File: src/rtl/regfile_pkg.sv
// rtl/regfile_pkg.sv - shared sizes for the 16-entry register file
// Purpose: common widths and counts used by reg_file16, its interface and onehot_chk.
// Ports: none (package).
package regfile_pkg;
    localparam int DATA_W    = 32;
    localparam int N_REGS    = 16;
    localparam int ADDR_W    = 4;
    localparam int ERR_CNT_W = 8;
endpackage

File: src/rtl/reg_file16_if.sv
// rtl/reg_file16_if.sv - write/read bus bundle for reg_file16
// Purpose: groups the one-hot write port, the dual read port and the error status.
// Ports: master drives wr_sel_1h/wr_data/rd_en/rd_addr_a/rd_addr_b and observes
//        rd_data_a/rd_data_b/rd_valid/wr_err/err_cnt; slave is the mirror image.
interface reg_file16_if
    import regfile_pkg::*;
#(
    parameter int DW = regfile_pkg::DATA_W
);
    logic [N_REGS-1:0]    wr_sel_1h;
    logic [DW-1:0]        wr_data;
    logic                 rd_en;
    logic [ADDR_W-1:0]    rd_addr_a;
    logic [ADDR_W-1:0]    rd_addr_b;
    logic [DW-1:0]        rd_data_a;
    logic [DW-1:0]        rd_data_b;
    logic                 rd_valid;
    logic                 wr_err;
    logic [ERR_CNT_W-1:0] err_cnt;

    modport master (
        output wr_sel_1h, wr_data, rd_en, rd_addr_a, rd_addr_b,
        input  rd_data_a, rd_data_b, rd_valid, wr_err, err_cnt
    );

    modport slave (
        input  wr_sel_1h, wr_data, rd_en, rd_addr_a, rd_addr_b,
        output rd_data_a, rd_data_b, rd_valid, wr_err, err_cnt
    );
endinterface

File: src/rtl/onehot_chk.sv
// rtl/onehot_chk.sv - classifies a write select as empty or multi-hot
// Purpose: purely combinational legality check of the one-hot write select.
// Ports: wr_sel_1h (in, N_REGS); is_zero (out, no bit set); is_multi (out, two or more bits set).
module onehot_chk
    import regfile_pkg::*;
(
    input  logic [N_REGS-1:0] wr_sel_1h,
    output logic              is_zero,
    output logic              is_multi
);
    // Clearing the lowest set bit leaves something only if a second bit was set.
    assign is_zero  = (wr_sel_1h == '0);
    assign is_multi = |(wr_sel_1h & (wr_sel_1h - N_REGS'(1)));
endmodule

File: src/rtl/reg_file16.sv
// rtl/reg_file16.sv - 16-entry register file, one-hot write, dual registered read
// Purpose: stores DATA_W-bit words, writes through a one-hot select, reads two ports
//          with one cycle latency and write-first bypass; flags and counts multi-hot selects.
// Ports: clk, rst_n (async active-low); bus (reg_file16_if.slave) carrying
//        wr_sel_1h, wr_data, rd_en, rd_addr_a/b in and rd_data_a/b, rd_valid, wr_err, err_cnt out.
module reg_file16
    import regfile_pkg::*;
#(
    parameter int DATA_W = regfile_pkg::DATA_W,
    parameter int N_REGS = regfile_pkg::N_REGS
)(
    input  logic         clk,
    input  logic         rst_n,
    reg_file16_if.slave  bus
);
    logic [DATA_W-1:0]    regs [N_REGS];
    logic                 is_zero;
    logic                 is_multi;
    logic                 wr_legal;
    logic [DATA_W-1:0]    byp_a;
    logic [DATA_W-1:0]    byp_b;
    logic [DATA_W-1:0]    rd_data_a_q;
    logic [DATA_W-1:0]    rd_data_b_q;
    logic                 rd_valid_q;
    logic                 wr_err_q;
    logic [ERR_CNT_W-1:0] err_cnt_q;

    onehot_chk u_onehot_chk (
        .wr_sel_1h (bus.wr_sel_1h),
        .is_zero   (is_zero),
        .is_multi  (is_multi)
    );

    assign wr_legal = !is_zero && !is_multi;

    // Write-first: a legal write to the addressed register is forwarded to that port.
    // A multi-hot select never forwards, so the stored value is returned.
    always_comb begin
        byp_a = regs[bus.rd_addr_a];
        byp_b = regs[bus.rd_addr_b];
        if (wr_legal && bus.wr_sel_1h[bus.rd_addr_a]) begin
            byp_a = bus.wr_data;
        end
        if (wr_legal && bus.wr_sel_1h[bus.rd_addr_b]) begin
            byp_b = bus.wr_data;
        end
    end

    always_ff @(posedge clk or negedge rst_n) begin
        if (!rst_n) begin
            for (int i = 0; i < N_REGS; i++) begin
                regs[i] <= '0;
            end
        end else if (wr_legal) begin
            for (int i = 0; i < N_REGS; i++) begin
                if (bus.wr_sel_1h[i]) begin
                    regs[i] <= bus.wr_data;
                end
            end
        end
    end

    always_ff @(posedge clk or negedge rst_n) begin
        if (!rst_n) begin
            rd_data_a_q <= '0;
            rd_data_b_q <= '0;
            rd_valid_q  <= 1'b0;
        end else begin
            rd_valid_q <= bus.rd_en;
            if (bus.rd_en) begin
                rd_data_a_q <= byp_a;
                rd_data_b_q <= byp_b;
            end
        end
    end

    always_ff @(posedge clk or negedge rst_n) begin
        if (!rst_n) begin
            wr_err_q  <= 1'b0;
            err_cnt_q <= '0;
        end else begin
            wr_err_q <= is_multi;
            if (is_multi && (err_cnt_q != '1)) begin
                err_cnt_q <= err_cnt_q + ERR_CNT_W'(1);
            end
        end
    end

    assign bus.rd_data_a = rd_data_a_q;
    assign bus.rd_data_b = rd_data_b_q;
    assign bus.rd_valid  = rd_valid_q;
    assign bus.wr_err    = wr_err_q;
    assign bus.err_cnt   = err_cnt_q;
endmodule

File: src/flat_wrapper.sv
// flat-port wrapper written by rule: the top's interface ports become plain ports
module reg_file16_flat import regfile_pkg::*;
#(
    parameter int DATA_W = regfile_pkg::DATA_W,
    parameter int N_REGS = regfile_pkg::N_REGS
)
  (clk, rst_n, bus_wr_sel_1h, bus_wr_data, bus_rd_en, bus_rd_addr_a, bus_rd_addr_b, bus_rd_data_a, bus_rd_data_b, bus_rd_valid, bus_wr_err, bus_err_cnt);
  reg_file16_if bus_i ();
  input  logic clk;
  input  logic rst_n;
  input wire logic [$bits(bus_i.wr_sel_1h)-1:0] bus_wr_sel_1h;
  input wire logic [$bits(bus_i.wr_data)-1:0] bus_wr_data;
  input wire logic [$bits(bus_i.rd_en)-1:0] bus_rd_en;
  input wire logic [$bits(bus_i.rd_addr_a)-1:0] bus_rd_addr_a;
  input wire logic [$bits(bus_i.rd_addr_b)-1:0] bus_rd_addr_b;
  output wire logic [$bits(bus_i.rd_data_a)-1:0] bus_rd_data_a;
  output wire logic [$bits(bus_i.rd_data_b)-1:0] bus_rd_data_b;
  output wire logic [$bits(bus_i.rd_valid)-1:0] bus_rd_valid;
  output wire logic [$bits(bus_i.wr_err)-1:0] bus_wr_err;
  output wire logic [$bits(bus_i.err_cnt)-1:0] bus_err_cnt;
  assign bus_i.wr_sel_1h = bus_wr_sel_1h;
  assign bus_i.wr_data = bus_wr_data;
  assign bus_i.rd_en = bus_rd_en;
  assign bus_i.rd_addr_a = bus_rd_addr_a;
  assign bus_i.rd_addr_b = bus_rd_addr_b;
  assign bus_rd_data_a = bus_i.rd_data_a;
  assign bus_rd_data_b = bus_i.rd_data_b;
  assign bus_rd_valid = bus_i.rd_valid;
  assign bus_wr_err = bus_i.wr_err;
  assign bus_err_cnt = bus_i.err_cnt;
  reg_file16 #(.DATA_W(DATA_W), .N_REGS(N_REGS)) u_core (.clk(clk), .rst_n(rst_n), .bus(bus_i));
endmodule
File: config.mk
export PLATFORM = sky130hd
export DESIGN_NAME = reg_file16_flat
export DESIGN_NICKNAME = d
export VERILOG_FILES = /design/src/rtl/regfile_pkg.sv /design/src/rtl/reg_file16_if.sv /design/src/rtl/onehot_chk.sv /design/src/rtl/reg_file16.sv /design/src/flat_wrapper.sv
export SDC_FILE = /design/constraint.sdc
export NUM_CORES = 1
export LEC_CHECK = 0
export CORE_MARGIN = 2
export CORE_UTILIZATION = 55
export CTS_BUF_LIST = sky130_fd_sc_hd__clkbuf_4
export DETAILED_ROUTE_END_ITERATION = 7
export PLACE_DENSITY = 0.73
export SLEW_MARGIN = 15
export SYNTH_ARGS = -nofsm -noshare
export SYNTH_HDL_FRONTEND = slang
export SYNTH_SLANG_ARGS = --single-unit
File: constraint.sdc
create_clock -name clk -period 2.54 [get_ports clk]
set_input_delay 0.508 -clock clk [delete_from_list [all_inputs] [get_ports clk]]
set_output_delay 0.508 -clock clk [all_outputs]
set_load 0.01 [all_outputs]
==> impl_metrics.csv <==
group,metric,value,unit
yosys,syn_nets,2062,
status,failed_checks,"negative setup slack",
global_routing,grt.total_usage,30.37,%
sta,setup-violations-final,3,
sta,clock_skew,0.04812,ns
sta,finalHoldWorstSlack,0.4533,ns
sta,post-route-min-period,2.552,ns
yosys,synth_xor_area_share,0.05593,%
clock_network,clock_path_buffers,3,
critical_path,critPathRequiredTime,3.41,ns
global_routing,grt_max_degree,81,
placed_design,port_buffers,132,
routing,antenna_left,0,
routing,drt_drc_violations_left,0,
routing,wirelength,86240,µm
global_routing,overflow,0,
clock_network,cts_tree,"yes",
critical_path,endpoint,"u_core.bus.rd_data_a[9]",
cells_and_area,nets,2299,
critical_path,r2r_slack,0.46,ns
critical_path,r2r_end,"u_core.bus.rd_data_b[17]",
global_routing,grt_pass1_wl,133300,µm
placed_design,place_inst,2829,
cells_and_area,fillCellCount,4090,
yosys,ys_seq_area_share,46.82,%
yosys,post_synth_fa_ha_maj_area_fraction,0.1678,%
sta,setup_ws,-0.01165,ns
yosys,synthMuxAreaShare,42.39,%
yosys,synth_top_family_by_area,"multiplexers",
clock_network,h-tree-depth,4,
status,status,"finished, violations left",
clock_network,root_buffer,"clkbuf_4",
routing,dr.pass1.iters,5,
sta,drv_slew,0,
yosys,yosysWarnings,0,
yosys,ys_ff_latch,586,
critical_path,worstPathArrival,3.42,ns
cells_and_area,drive_above_1_share,54.18,%
critical_path,reg2reg_depth,5,
clock_network,clk_pin_slew_worst_paths,0.07,ns
yosys,async_flop_share,100.0,%
sta,rsz0062_at_grt,"false",
die,fp.dieW,242.6,µm
cells_and_area,fin_cells,3100,
placed_design,routabilityCongestion,0.8704,
die,die_h,242.6,µm
pwr,power.total,19.23,mW
sta,hold_violations,0,
pwr,vdd_drop_max,0.3391,mV
sta,tightest_slew,1.065,ns
die,initial_core_util,55.55,%
critical_path,start_kind,"primary input",
routing,drtIter0Drc,1737,
yosys,synth_ff_type,"dfrtp_1",
critical_path,worst_setup_path_end_kind,"flip-flop",
yosys,synth-simple-area-share,3.376,%
clock_network,cts.sinks,586,
critical_path,cp_max_fo,14,
pwr,power_leakage,17.08,nW
yosys,avgSynthCellArea,15.65,µm²
critical_path,critPathLaunch,"bus_wr_sel_1h[1]",
routing,wl_per_cell,27.82,µm
sta,fmax,0.3919,GHz
yosys,syn_area,31320,µm²
die,core-area,56390,µm²
die,rows,87,
die,die_area,58870,µm²
die,io_pins,133,
clock_network,cts-buffers-inserted,157,
job,drv_cap,0,
routing,via_per_inst,6.576,
cells_and_area,syn2layout_area_growth,17.56,%
min_path,whs_path_depth,6,
yosys,synth-compound-area-share,3.471,%
yosys,synth-edff-count,0,
yosys,synth.distinct_cells,39,
placed_design,dp_hpwl,54200,µm
sta,maxSlewHeadroom,28.76,%
clock_network,clk_latency,1.01,ns
global_routing,grt_pass1_vias,21780,
critical_path,reg2reg_from,"u_core.regs[401]",
critical_path,path_class,"in -> reg",
yosys,syn_inst,2002,
pwr,pwr_density_cell,522.1,nW/µm²
min_path,hp-class,"in -> reg",
global_routing,antenna_found_initial,3,
sta,period_share,100.5,%
routing,vias,20390,
metrics by stage:
| stage | instance area, µm² | setup slack, ns | util, % | setup TNS, ns |
|---|---|---|---|---|
| final | 36820 | -0.01165 | 65.30 | -0.02136 |
| after global placement | 34880 | -0.9888 | 61.86 | -501.70 |
| after detailed placement | 34880 | -1.015 | 61.86 | -515.71 |
| after global routing | 36820 | 0.006054 | 65.30 | 0 |
| after CTS | 36820 | 0.005152 | 65.29 | 0 |
| after floorplan | 31740 | -0.08600 | - | -29.37 |
critical path: stages:
cell	delay, ns
clkdlybuf4s50_1	0.53
nor4_4	0.36
nand4_1	0.17
or4b_1	0.51
buf_4	0.18
a31oi_4	0.34
buf_4	0.34
a21oi_1	0.12
a311o_1	0.34
cell families (layout without fill, tap and decap cells):
logic type               count (synthesis)  after routing
multiplexers                           849            849
AND/OR/NAND/NOR                        178            178
flip-flops                             586            586
other                                    0              2
AO/OA/AOI/OAI                          145            145
buffers and inverters                  237            577
adder cells (fa/ha/maj)                  5              5
XOR/XNOR                                 2              2
per-layer routing:
| layer | vias up | wire [µm] | track usage, % |
|---|---|---|---|
| met5 | - | 13 | 0 |
| met4 | 2 | 2795 | 12.18 |
| met3 | 183 | 6314 | 7.088 |
| met2 | 908 | 42210 | 48.34 |
| met1 | 10920 | 34900 | 40.89 |
| li1 | 8379 | - | - |
registers in the layout, indices dropped and copies added (netlist names):
name and count:
u_core.bus.rd_data_b 32, u_core.bus.wr_err 1, u_core.bus.rd_valid 1, u_core.bus.err_cnt 8, u_core.bus.rd_data_a 32, u_core.regs 512
cell usage after synthesis (all sizes together), types with 3 or more instances:
library cell	instances	area (µm²)
mux2	519	5844
buf	114	703.2
nand2	72	270.3
and3	3	18.77
o21ai	3	15.01
inv	3	11.26
nor3	3	15.01
a21boi	4	30.03
a311o	64	640.6
nor2b	64	400.4
a21oi	69	345.3
nand3	21	242.7
mux4	330	7432
maj3	4	40.04
nor2	3	11.26
dfrtp	586	14660
clkbuf	120	451.7
or3	3	18.77
cell usage in the layout (no fill, tap or decap), types with 4 or more instances in the layout:
cell / instances
a21boi_0: 4
a21oi_1: 69
a311o_1: 64
buf_12: 74
buf_4: 104
clkbuf_4: 215
clkdlybuf4s50_1: 105
clkinv_1: 32
clkinv_2: 5
dfrtp_1: 586
dlygate4sd2_1: 16
dlygate4sd3_1: 4
mux2_1: 24
mux2_2: 459
mux2_4: 36
mux4_2: 330
nand2_1: 72
nand3_1: 6
nand3_2: 4
nand3_4: 11
nor2b_1: 64
layout make-up:
class / count / area [µm²] / share of cell area (%)
flip-flops and latches: 586 / 14660 / 39.82
clock inverters: 47 / 277.8 / 0.7543
diodes: 2 / 5.005 / 0.01359
inverters: 3 / 11.26 / 0.03058
clock buffers: 215 / 1614 / 4.383
multi-input cells: 1179 / 15720 / 42.69
repair buffers: 312 / 3586 / 9.738
well taps: 756 / 945.9 / 2.569
where the power goes:
part / switching (mW) / internal (mW)
clock network: 3.97 / 4.20
registers: 0.0481 / 9.39
logic: 0.949 / 0.672
how the worst min path moves through the flow:
stage | from | endpoint
2_1_floorplan | rst_n | u_core.bus.err_cnt[0]
4_1_cts | bus_rd_addr_a[3] | u_core.bus.rd_data_a[10]
5_1_grt | bus_rd_addr_a[3] | u_core.bus.rd_data_a[30]
6_report | bus_rd_addr_a[3] | u_core.bus.rd_data_a[10]
3_5_place_dp | rst_n | u_core.regs[57]
3_3_place_gp | rst_n | u_core.regs[57]
what timing repair did:
action	in CTS	in global routing
hold buffers	4	0
resized for setup	16	1
endpoints found under the setup margin	19	1
buffers inserted	3	0
endpoints found under the hold margin	587	0
No activity file was read; power rests on OpenSTA's default activity.
